`src/rtl/int_arb_pkg.sv`:
```
// int_arb_pkg
// Shared definitions for the interrupt arbiter:
//   arb_state_t  - FSM state encoding
//   DEF_*        - default sizing used by int_arbiter
//   lvl_none()   - background level code for a given number of IRQ lines
package int_arb_pkg;

  typedef enum logic [2:0] {
    ST_IDLE = 3'd0,
    ST_REQ  = 3'd1,
    ST_PUSH = 3'd2,
    ST_GAP  = 3'd3,
    ST_POP  = 3'd4,
    ST_DONE = 3'd5
  } arb_state_t;

  localparam int unsigned DEF_NUM_IRQ     = 4;
  localparam int unsigned DEF_ADDR_WIDTH  = 16;
  localparam int unsigned DEF_STACK_DEPTH = 8;
  localparam int unsigned DEF_TIMEOUT     = 64;

  // Level codes 0..NUM_IRQ-1 are IRQ priorities; NUM_IRQ means no ISR running.
  function automatic int unsigned lvl_none(input int unsigned num_irq);
    return num_irq;
  endfunction

endpackage

```
`src/rtl/int_lvl_stack.sv`:
```
// int_lvl_stack
// LIFO of saved priority levels, one entry per nesting level.
// Ports:
//   clk, rst      clock, asynchronous active-low reset (empties the stack)
//   push, din     store din on top (ignored when full)
//   pop           discard top entry (ignored when empty)
//   top_lvl       current top entry (0 when empty)
//   count         number of stored entries
//   full, empty   occupancy flags
module int_lvl_stack
  import int_arb_pkg::*;
#(
  parameter int unsigned LVL_W = 3,
  parameter int unsigned DEPTH = 8,
  parameter int unsigned CNT_W = $clog2(DEPTH + 1)
) (
  input  logic             clk,
  input  logic             rst,
  input  logic             push,
  input  logic             pop,
  input  logic [LVL_W-1:0] din,
  output logic [LVL_W-1:0] top_lvl,
  output logic [CNT_W-1:0] count,
  output logic             full,
  output logic             empty
);

  localparam int unsigned AW = (DEPTH > 1) ? $clog2(DEPTH) : 1;

  logic [LVL_W-1:0] mem [DEPTH];
  logic [CNT_W-1:0] ptr;
  logic [AW-1:0]    wr_idx;
  logic [AW-1:0]    rd_idx;

  assign full   = (ptr == CNT_W'(DEPTH));
  assign empty  = (ptr == '0);
  assign wr_idx = AW'(ptr);
  assign rd_idx = AW'(ptr - 1'b1);
  assign count  = ptr;
  assign top_lvl = empty ? '0 : mem[rd_idx];

  always_ff @(posedge clk or negedge rst) begin
    if (!rst) begin
      ptr <= '0;
    end else if (push && !full) begin
      ptr <= ptr + 1'b1;
    end else if (pop && !empty) begin
      ptr <= ptr - 1'b1;
    end
  end

  // Entries above the pointer are don't-care, so the storage needs no reset.
  always_ff @(posedge clk) begin
    if (push && !full) begin
      mem[wr_idx] <= din;
    end
  end

endmodule

```
`src/rtl/int_arbiter.sv`:
```
// int_arbiter
// Interrupt scheduler between the IRQ lines, AP_ctrl and the context stack.
// Latches IRQ rising edges, offers the highest-priority unmasked request that
// outranks the running level, strobes the context stack on accept/return and
// restores the previous level after a return.
// Ports:
//   clk, rst          clock, asynchronous active-low reset
//   irq, irq_mask     request lines (edge detected), per-line disable
//   int_req, int_vec  offer to AP_ctrl and its vector
//   int_ack           AP_ctrl takes the offer
//   ret_req           AP_ctrl return-from-interrupt pulse
//   int_set           push strobe to context stack
//   ret_valid         pop strobe to context stack, held until ctxt_rdy
//   ctxt_rdy          context stack finished restoring
//   resume            one-cycle pulse, AP_ctrl may resume
//   depth, cur_lvl    nesting depth, running level (NUM_IRQ = background)
//   overflow_err, underflow_err, ret_timeout_err   sticky error flags
// Build option: define INT_ARB_TIMEOUT_EN to abort a return after
// TIMEOUT_CYCLES cycles without ctxt_rdy; otherwise ret_timeout_err is 0.
//
// state | meaning
// IDLE  | waiting for a return or an eligible request
// REQ   | int_req offered with latched vector, waiting for int_ack / ret_req
// PUSH  | int_set pulse, level pushed, cur_lvl takes the new level
// GAP   | int_set low for one cycle before any further push
// POP   | ret_valid held until ctxt_rdy
// DONE  | resume pulse, level restored
module int_arbiter
  import int_arb_pkg::*;
#(
  parameter int unsigned NUM_IRQ        = DEF_NUM_IRQ,
  parameter int unsigned ADDR_WIDTH_MEM = DEF_ADDR_WIDTH,
  parameter int unsigned STACK_DEPTH    = DEF_STACK_DEPTH,
  parameter logic [ADDR_WIDTH_MEM-1:0] VEC_BASE   = 16'h0100,
  parameter logic [ADDR_WIDTH_MEM-1:0] VEC_STRIDE = 16'h0010,
  parameter int unsigned TIMEOUT_CYCLES = DEF_TIMEOUT
) (
  input  logic                               clk,
  input  logic                               rst,
  input  logic [NUM_IRQ-1:0]                 irq,
  input  logic [NUM_IRQ-1:0]                 irq_mask,
  output logic                               int_req,
  output logic [ADDR_WIDTH_MEM-1:0]          int_vec,
  input  logic                               int_ack,
  input  logic                               ret_req,
  output logic                               int_set,
  output logic                               ret_valid,
  input  logic                               ctxt_rdy,
  output logic                               resume,
  output logic [$clog2(STACK_DEPTH+1)-1:0]   depth,
  output logic [$clog2(NUM_IRQ+1)-1:0]       cur_lvl,
  output logic                               overflow_err,
  output logic                               underflow_err,
  output logic                               ret_timeout_err
);

  localparam int unsigned LVL_W = $clog2(NUM_IRQ + 1);
  localparam logic [LVL_W-1:0] LVL_NONE = LVL_W'(lvl_none(NUM_IRQ));

  if (TIMEOUT_CYCLES == 0) begin : g_timeout_check
    $error("int_arbiter: TIMEOUT_CYCLES must be at least 1");
  end

  arb_state_t         state;
  logic [NUM_IRQ-1:0] irq_q;
  logic [NUM_IRQ-1:0] irq_rise;
  logic [NUM_IRQ-1:0] pend;
  logic [NUM_IRQ-1:0] pend_clr;
  logic [LVL_W-1:0]   k_lat;

  logic               win_valid;
  logic [LVL_W-1:0]   win_idx;
  logic [ADDR_WIDTH_MEM-1:0] win_vec;
  logic               outranks;
  logic               eligible;
  logic               ovf_hit;

  logic               stk_push;
  logic               stk_pop;
  logic [LVL_W-1:0]   stk_top;
  logic               stk_full;
  logic               stk_empty;

  assign irq_rise = irq & ~irq_q;
  assign pend_clr = (state == ST_PUSH) ? (NUM_IRQ'(1) << k_lat) : '0;

  always_ff @(posedge clk or negedge rst) begin
    if (!rst) begin
      irq_q <= '0;
      pend  <= '0;
    end else begin
      irq_q <= irq;
      // A fresh edge on the line being pushed must not be lost.
      pend  <= (pend & ~pend_clr) | irq_rise;
    end
  end

  // Lowest index wins; scanning downward lets the last hit be the lowest.
  always_comb begin
    win_valid = 1'b0;
    win_idx   = '0;
    for (int i = NUM_IRQ - 1; i >= 0; i--) begin
      if (pend[i] && !irq_mask[i]) begin
        win_valid = 1'b1;
        win_idx   = LVL_W'(i);
      end
    end
  end

  assign win_vec  = VEC_BASE + VEC_STRIDE * ADDR_WIDTH_MEM'(win_idx);
  assign outranks = win_valid && (win_idx < cur_lvl);
  assign eligible = outranks && !stk_full;
  assign ovf_hit  = outranks && stk_full;

  assign stk_push = (state == ST_PUSH);
  assign stk_pop  = (state == ST_POP) && ctxt_rdy;

  int_lvl_stack #(
    .LVL_W (LVL_W),
    .DEPTH (STACK_DEPTH)
  ) u_lvl_stack (
    .clk     (clk),
    .rst     (rst),
    .push    (stk_push),
    .pop     (stk_pop),
    .din     (cur_lvl),
    .top_lvl (stk_top),
    .count   (depth),
    .full    (stk_full),
    .empty   (stk_empty)
  );

`ifdef INT_ARB_TIMEOUT_EN
  localparam int unsigned TO_W = $clog2(TIMEOUT_CYCLES + 1);
  localparam logic [TO_W-1:0] TO_LOAD = TO_W'(TIMEOUT_CYCLES - 1);
  logic [TO_W-1:0] to_cnt;
`else
  assign ret_timeout_err = 1'b0;
`endif

  always_ff @(posedge clk or negedge rst) begin
    if (!rst) begin
      state         <= ST_IDLE;
      k_lat         <= '0;
      cur_lvl       <= LVL_NONE;
      int_req       <= 1'b0;
      int_vec       <= '0;
      int_set       <= 1'b0;
      ret_valid     <= 1'b0;
      resume        <= 1'b0;
      overflow_err  <= 1'b0;
      underflow_err <= 1'b0;
`ifdef INT_ARB_TIMEOUT_EN
      to_cnt          <= '0;
      ret_timeout_err <= 1'b0;
`endif
    end else begin
      int_set <= 1'b0;
      resume  <= 1'b0;
      if (ovf_hit) begin
        overflow_err <= 1'b1;
      end
`ifdef INT_ARB_TIMEOUT_EN
      // Down-counter is parked at its load value outside POP.
      if (state != ST_POP) begin
        to_cnt <= TO_LOAD;
      end
`endif
      case (state)
        ST_IDLE: begin
          if (ret_req) begin
            if (stk_empty) begin
              underflow_err <= 1'b1;
            end else begin
              ret_valid <= 1'b1;
              state     <= ST_POP;
            end
          end else if (eligible) begin
            k_lat   <= win_idx;
            int_vec <= win_vec;
            int_req <= 1'b1;
            state   <= ST_REQ;
          end
        end
        ST_REQ: begin
          // A return takes precedence so a withdrawn offer stays pending.
          if (ret_req) begin
            int_req <= 1'b0;
            int_vec <= '0;
            if (stk_empty) begin
              underflow_err <= 1'b1;
              state         <= ST_IDLE;
            end else begin
              ret_valid <= 1'b1;
              state     <= ST_POP;
            end
          end else if (int_ack) begin
            int_req <= 1'b0;
            int_vec <= '0;
            int_set <= 1'b1;
            state   <= ST_PUSH;
          end
        end
        ST_PUSH: begin
          cur_lvl <= k_lat;
          state   <= ST_GAP;
        end
        ST_GAP: begin
          state <= ST_IDLE;
        end
        ST_POP: begin
          if (ctxt_rdy) begin
            ret_valid <= 1'b0;
            resume    <= 1'b1;
            cur_lvl   <= stk_top;
            state     <= ST_DONE;
          end
`ifdef INT_ARB_TIMEOUT_EN
          else if (to_cnt == '0) begin
            ret_valid       <= 1'b0;
            ret_timeout_err <= 1'b1;
            state           <= ST_IDLE;
          end else begin
            to_cnt <= to_cnt - 1'b1;
          end
`endif
        end
        ST_DONE: begin
          state <= ST_IDLE;
        end
        default: begin
          int_req   <= 1'b0;
          ret_valid <= 1'b0;
          state     <= ST_IDLE;
        end
      endcase
    end
  end

endmodule

```
`config.mk`:
```
export PLATFORM = sky130hd
export DESIGN_NAME = int_arbiter
export DESIGN_NICKNAME = d
export VERILOG_FILES = /design/src/rtl/int_arb_pkg.sv /design/src/rtl/int_lvl_stack.sv /design/src/rtl/int_arbiter.sv
export SDC_FILE = /design/constraint.sdc
export NUM_CORES = 1
export LEC_CHECK = 0
export CORE_MARGIN = 2
export CORE_UTILIZATION = 29
export CTS_BUF_LIST = sky130_fd_sc_hd__clkbuf_16
export CTS_CLUSTER_SIZE = 10
export DETAILED_ROUTE_END_ITERATION = 8
export GPL_TIMING_DRIVEN = 0
export PLACE_DENSITY = 0.47
export SLEW_MARGIN = 0
export SYNTH_ARGS = -nofsm -noshare
export SYNTH_HDL_FRONTEND = slang
export SYNTH_SLANG_ARGS = --single-unit
export TNS_END_PERCENT = 100
```
`constraint.sdc`:
```
create_clock -name clk -period 2.7 [get_ports clk]
set_input_delay 0.27 -clock clk [delete_from_list [all_inputs] [get_ports clk]]
set_output_delay 0.27 -clock clk [all_outputs]
set_load 0.01 [all_outputs]
```
==> impl_metrics.env, run 1 <==
export IMPL_synthesis_yosys_warnings=0
export IMPL_fmax_ghz=0.415
export IMPL_cp_arrival_ns=2.34
export IMPL_die_y_um=97.9
export IMPL_wire_per_inst_um=13.9
export IMPL_switchingPower_uw=1070
export IMPL_finalMaxSlewViolations=0
export IMPL_die_area_um2=9590
export IMPL_cts_hold_buf=0
export IMPL_yosys_area_share_simple=0.158
export IMPL_fin_crit_ns=2.41
export IMPL_grt_pass1_vias=1721
export IMPL_cts_resized_gates=0
export IMPL_antenna_found_initial=0
export IMPL_hp_class="in2async"
export IMPL_power_leakage_uw=0.00126
export IMPL_synth_adder_area_share=0.00978
export IMPL_period_share=0.893
export IMPL_clock_power_share=0.223
export IMPL_std_cell_rows=34
export IMPL_via_per_inst=4.57
export IMPL_synth_ff_type="dfrtp_1"
export IMPL_crit_fanout=10
export IMPL_status="completed"
export IMPL_cts_tree="yes"
export IMPL_synth_top_area_cell="edfxtp_1"
export IMPL_firstDrtPassIters=4
export IMPL_synth_edf_count=24
export IMPL_power_frac_comb=0.378
export IMPL_cpPeakStageDelay_ns=0.55
export IMPL_synth_top_area_frac=0.282
export IMPL_gr_total_overflow=0
export IMPL_sequentialPowerShare=0.398
export IMPL_ant_nets=0
export IMPL_relSlewSlack=0.547
export IMPL_gp_congestion=0.835
export IMPL_drive_above_1_share=0.179
export IMPL_clockRootBuffer="clkbuf_16"
export IMPL_grt_max_degree=30
export IMPL_routed_wl_um=5160
export IMPL_hold_viol=0
export IMPL_synth_xor_area_frac=0.0137
export IMPL_grt_pass1_wl_um=8830
export IMPL_cts_setup_buffers=0
export IMPL_synth_area_mux_share=0.0700
export IMPL_finalSetupViolCount=0
export IMPL_dr_first_iter_drc_count=83
export IMPL_route_detailed_drc=0
export IMPL_powerDensity_nw_per_um2=997
export IMPL_placed_area_um2=3020
export IMPL_finalInstanceArea_um2=3180
export IMPL_power_uw=3170
export IMPL_track_usage=0.116
export IMPL_skew_ns=0.00587
export IMPL_fin_tns_setup_ns=0
export IMPL_whs_ns=0.0184
export IMPL_cts_buffers=5
export IMPL_path_class="reg2reg"
export IMPL_coreArea_um2=8640
export IMPL_start_util=0.296
export IMPL_synth_compound_area_share=0.111
export IMPL_p_int_uw=2100
export IMPL_placed_cells=363
export IMPL_htreeDepth=2
export IMPL_synth_avg_cell_area_um2=12.0
export IMPL_fin_cells=370
export IMPL_clockBufferDepth=2
export IMPL_finalNetCount=276
export IMPL_worst_skew_pair_late_latency_ns=0.29
export IMPL_synth_area_um2=2560
export IMPL_portBuffers=28
export IMPL_crit_chain="buf_6 -> inv_1 -> ha_1 -> nand3b_2 -> and2_1 -> nand2_1 -> nor3_1"
export IMPL_rsz0062_at_grt="false"
export IMPL_area_delta_synth_final_pct=24.4
export IMPL_clk_pin_slew_ns=0.07
export IMPL_hpwl_um=3780
export IMPL_die_w_um=97.9
export IMPL_ys_async_sr_fraction=0.547
export IMPL_max_cap_viol_count=0
export IMPL_peakVddDrop_mv=0.471
export IMPL_antenna_cells=0
export IMPL_ys_seq_area_frac=0.566
export IMPL_worst_slew_pin_slew_ns=0.673
export IMPL_crit_required_ns=2.63
export IMPL_crit_path_start_kind="register"
export IMPL_synthCells=214
export IMPL_num_vias=1690
export IMPL_p_sw_frac=0.338
export IMPL_ys_ff_latch=53
export IMPL_synth_area_top_cells="edfxtp_1 28%, dfrtp_1 27%, mux4_2 5.3%, buf_4 4.1%, nor2_1 2.1%"
export IMPL_synth_top_family_by_area="simple AND/OR/NAND/NOR gates"
export IMPL_cp_slowest_cell="dfrtp_1"
export IMPL_clock_sinks=53
export IMPL_synth_cell_types=56
export IMPL_setup_worst_path_end_class="register"
export IMPL_pin_count=43
## area by class of cell
| class | instances | area [um2] |
|---|---|---|
| tap | 108 | 135 |
| clock buffer | 5 | 125 |
| inverter | 10 | 37.5 |
| buffer | 20 | 138 |
| multi-input combinational | 143 | 980 |
| timing repair buffer | 28 | 275 |
| sequential | 53 | 1450 |
| fill | 860 | 5460 |
| clock inverter | 3 | 42.5 |
## path summary, 6_finish.rpt
path                       depth (start not counted)                               end                             start  slack, ns
setup / recovery                                   7   u_lvl_stack.mem[1][1]$_DFFE_PP_  u_lvl_stack.count[0]$_DFFE_PN0P_       0.29
hold / removal                                     1  u_lvl_stack.count[2]$_DFFE_PN0P_                               rst       0.02
min in group clk                                   1                 pend[1]$_DFF_PN0_                irq_q[1]$_DFF_PN0_       0.42
max in group asynchronous                          1                irq_q[1]$_DFF_PN0_                               rst       2.25
hold reg to reg                                    1                 pend[1]$_DFF_PN0_                irq_q[1]$_DFF_PN0_       0.42
setup reg to reg                                   7   u_lvl_stack.mem[1][1]$_DFFE_PP_  u_lvl_stack.count[0]$_DFFE_PN0P_       0.29
## cell families after synthesis
logic type | Yosys count
AOI/OAI and AO/OA | 41
other | 1
DFF | 53
adders and majority gates | 2
buffers and inverters | 31
xor gates and xnor gates | 4
and+or+nand+nor | 72
muxes | 10
## cell usage in the layout (no fill, tap or decap), types with 6 or more instances in the layout
cell type,count
mux4_2,6
conb_1,14
nor2_1,14
buf_4,14
o21ai_0,9
clkdlybuf4s50_1,27
edfxtp_1,24
inv_1,11
nand2_1,13
dfrtp_1,28
nor3_1,6
nand2b_1,7
nand3_1,6
## worst max-delay path: cells and delay by family, from the launching register on
family / cells / cell delay, ns
adders and majority gates: 1 / 0.26
buffers and inverters: 2 / 0.29
DFF: 1 / 0.55
and+or+nand+nor: 4 / 0.94
## cell usage after synthesis, types with 2 or more instances
master	n
dfrtp_1	28
edfxtp_1	24
buf_4	14
nor2_1	14
nand2_1	13
inv_1	10
o21ai_0	9
nand2b_1	7
mux4_2	6
nand3_1	6
nor3_1	6
nor2b_1	5
a21o_1	4
a21oi_1	4
clkbuf_1	4
mux2_2	3
o21ai_1	3
or3_1	3
xor2_1	3
a22oi_1	2
buf_2	2
ha_1	2
nand3b_1	2
nor3_2	2
nor4_1	2
o211ai_1	2
o21a_1	2
o31ai_1	2
o41ai_1	2
or3b_1	2
## flip-flops by register name, summed over array words and instances, names as in the netlist
signal / cells
u_lvl_stack.mem: 24
resume: 1
int_set: 1
u_lvl_stack.count: 4
underflow_err: 1
state: 3
int_vec: 3
k_lat: 2
overflow_err: 1
ret_valid: 1
cur_lvl: 3
pend: 4
int_req: 1
irq_q: 4
## through the flow
step / worst slack (ns) / utilization
floorplan: 0.482 / -
global placement: 0.149 / 0.350
detailed placement: 0.115 / 0.349
CTS: 0.109 / 0.369
global route: 0.0456 / 0.368
finish: 0.288 / 0.368
## power by group through the flow
stage / combinational [uW] / clock [uW] / sequential, uW
5_1_grt: 1330 / 776 / 1310
3_3_place_gp: 1210 / 0 / 1280
4_1_cts: 1220 / 735 / 1270
2_1_floorplan: 761 / 0 / 1260
6_report: 1200 / 708 / 1260
3_5_place_dp: 1210 / 0 / 1290
## layer usage
metal | global-route usage | up-vias | part of all wire
met5 | 0 | - | 0
met4 | 0.0321 | 0 | 0.011
met3 | 0.0279 | 4 | 0.032
met2 | 0.183 | 34 | 0.48
met1 | 0.159 | 803 | 0.48
li1 | - | 849 | -
Note: power is estimated with default switching activity, not from simulation.
==> run 2, diff against run 1 <==
==> constraint.sdc (replaced) <==
create_clock -name clk -period 2.9 [get_ports clk]
set_input_delay 0.29 -clock clk [delete_from_list [all_inputs] [get_ports clk]]
set_output_delay 0.29 -clock clk [all_outputs]
set_load 0.01 [all_outputs]
==> impl_metrics.env, run 2 (synthesis gave the netlist of run 1 again) <==
export IMPL_status="completed"
export IMPL_fmax_ghz=0.392
export IMPL_die_y_um=97.9
export IMPL_cts_tree="yes"
export IMPL_cts_setup_buffers=0
export IMPL_path_class="reg2reg"
export IMPL_grt_max_degree=30
export IMPL_std_cell_rows=34
export IMPL_antenna_found_initial=0
export IMPL_rsz0062_at_grt="false"
export IMPL_r2r_end="cur_lvl[0]$_DFFE_PN0P_"
export IMPL_final_common_cell="dfrtp_1"
export IMPL_fin_cells=371
export IMPL_die_area_um2=9590
export IMPL_post_route_util=0.369
export IMPL_rr_startpoint="u_lvl_stack.count[0]$_DFFE_PN0P_"
export IMPL_crit_required_ns=3.06
export IMPL_placed_area_um2=3020
export IMPL_power_leakage_uw=0.00127
export IMPL_relSlewSlack=0.550
export IMPL_clock_sinks=53
export IMPL_whs_ns=0.0376
export IMPL_hp_class="in2async"
export IMPL_finalMaxSlewViolations=0
export IMPL_cpPeakStageDelay_ns=0.55
export IMPL_clockRootBuffer="clkbuf_16"
export IMPL_fin_tns_setup_ns=0
export IMPL_worst_skew_pair_late_latency_ns=0.29
export IMPL_htreeDepth=2
export IMPL_finalNetCount=277
export IMPL_coreArea_um2=8640
export IMPL_gp_congestion=0.835
export IMPL_crit_chain="buf_6 -> inv_1 -> ha_1 -> clkbuf_1 -> mux4_2 -> mux2_2 -> a22oi_1 -> a21oi_1"
export IMPL_portBuffers=28
export IMPL_wire_per_inst_um=13.9
export IMPL_hold_viol=0
export IMPL_finalSetupViolCount=0
export IMPL_cts_buffers=5
export IMPL_top_register="u_lvl_stack.mem"
export IMPL_dr_first_iter_drc_count=89
export IMPL_firstDrtPassIters=4
export IMPL_crit_path_start_kind="register"
export IMPL_finalInstanceArea_um2=3180
export IMPL_rrSetupSlack_ns=0.35
export IMPL_via_per_inst=4.56
export IMPL_setup_worst_path_end_class="register"
export IMPL_track_usage=0.116
export IMPL_grt_pass1_vias=1721
export IMPL_max_cap_viol_count=0
export IMPL_hpwl_um=3780
export IMPL_crit_fanout=10
export IMPL_antenna_cells=0
export IMPL_drive_above_1_share=0.179
export IMPL_powerDensity_nw_per_um2=928
export IMPL_layout_common_cells="28 x dfrtp_1, 27 x clkdlybuf4s50_1, 24 x edfxtp_1"
export IMPL_start_util=0.296
export IMPL_r2r_cells=8
export IMPL_num_vias=1692
export IMPL_cts_resized_gates=0
export IMPL_pin_count=43
export IMPL_die_w_um=97.9
export IMPL_fin_crit_ns=2.55
export IMPL_peakVddDrop_mv=0.439
export IMPL_period_share=0.879
export IMPL_skew_ns=0.00484
export IMPL_cts_hold_buf=0
export IMPL_area_delta_synth_final_pct=24.5
export IMPL_routed_wl_um=5160
export IMPL_grt_pass1_wl_um=8830
export IMPL_worst_slew_pin_slew_ns=0.669
export IMPL_gr_total_overflow=0
export IMPL_clockBufferDepth=2
export IMPL_route_detailed_drc=0
export IMPL_clk_pin_slew_ns=0.07
export IMPL_largest_register_ffs=24
export IMPL_cp_slowest_cell="dfrtp_1"
export IMPL_cp_arrival_ns=2.71
export IMPL_ant_nets=0
export IMPL_placed_cells=363
## run 2: worst max path at each step
| stage | from | to | cells past startpoint |
|---|---|---|---|
| detailed placement | u_lvl_stack.count[0]$_DFFE_PN0P_ | cur_lvl[1]$_DFFE_PN0P_ | 8 |
| global route | u_lvl_stack.count[0]$_DFFE_PN0P_ | cur_lvl[0]$_DFFE_PN0P_ | 8 |
| floorplan | u_lvl_stack.count[0]$_DFFE_PN0P_ | cur_lvl[0]$_DFFE_PN0P_ | 8 |
| global placement | u_lvl_stack.count[0]$_DFFE_PN0P_ | cur_lvl[0]$_DFFE_PN0P_ | 8 |
| CTS | u_lvl_stack.count[0]$_DFFE_PN0P_ | cur_lvl[0]$_DFFE_PN0P_ | 8 |
| finish | u_lvl_stack.count[0]$_DFFE_PN0P_ | cur_lvl[0]$_DFFE_PN0P_ | 8 |
## run 2: metal layers
layer	share of wire	vias up	wire length, um	global-route usage
li1	-	850	-	-
met5	0	-	0	0
met2	0.47	31	2440	0.183
met1	0.49	805	2510	0.159
met3	0.026	6	136	0.0279
met4	0.014	0	70	0.0321
## run 2: power breakdown
group / total, uW / switching, uW / internal, uW
Clock: 660 / 255 / 406
Combinational: 1120 / 547 / 573
Sequential: 1170 / 202 / 973
## run 2: critical path: cells and delay by family, from the launching register on
family / cells / cell delay, ns
flops: 1 / 0.55
compound gates: 2 / 0.24
buf+inv: 3 / 0.65
fa+ha+maj: 1 / 0.28
mux: 2 / 0.70
## run 2: cell type report
class / instances / area [um2]
clock inverters: 3 / 42.5
clock buffers: 5 / 125
flip-flops and latches: 53 / 1450
plain buffers: 21 / 141
inverters: 10 / 37.5
multi-input cells: 143 / 980
well taps: 108 / 135
repair buffers: 28 / 275
fillers: 860 / 5450
## run 2: through the flow
step / setup WS, ns / power [uW]
final: 0.350 / 2960
after global routing: 0.112 / 3180
after CTS: 0.309 / 3000
after detailed placement: 0.315 / 2320
after global placement: 0.349 / 2320
after floorplan: 0.682 / 1880
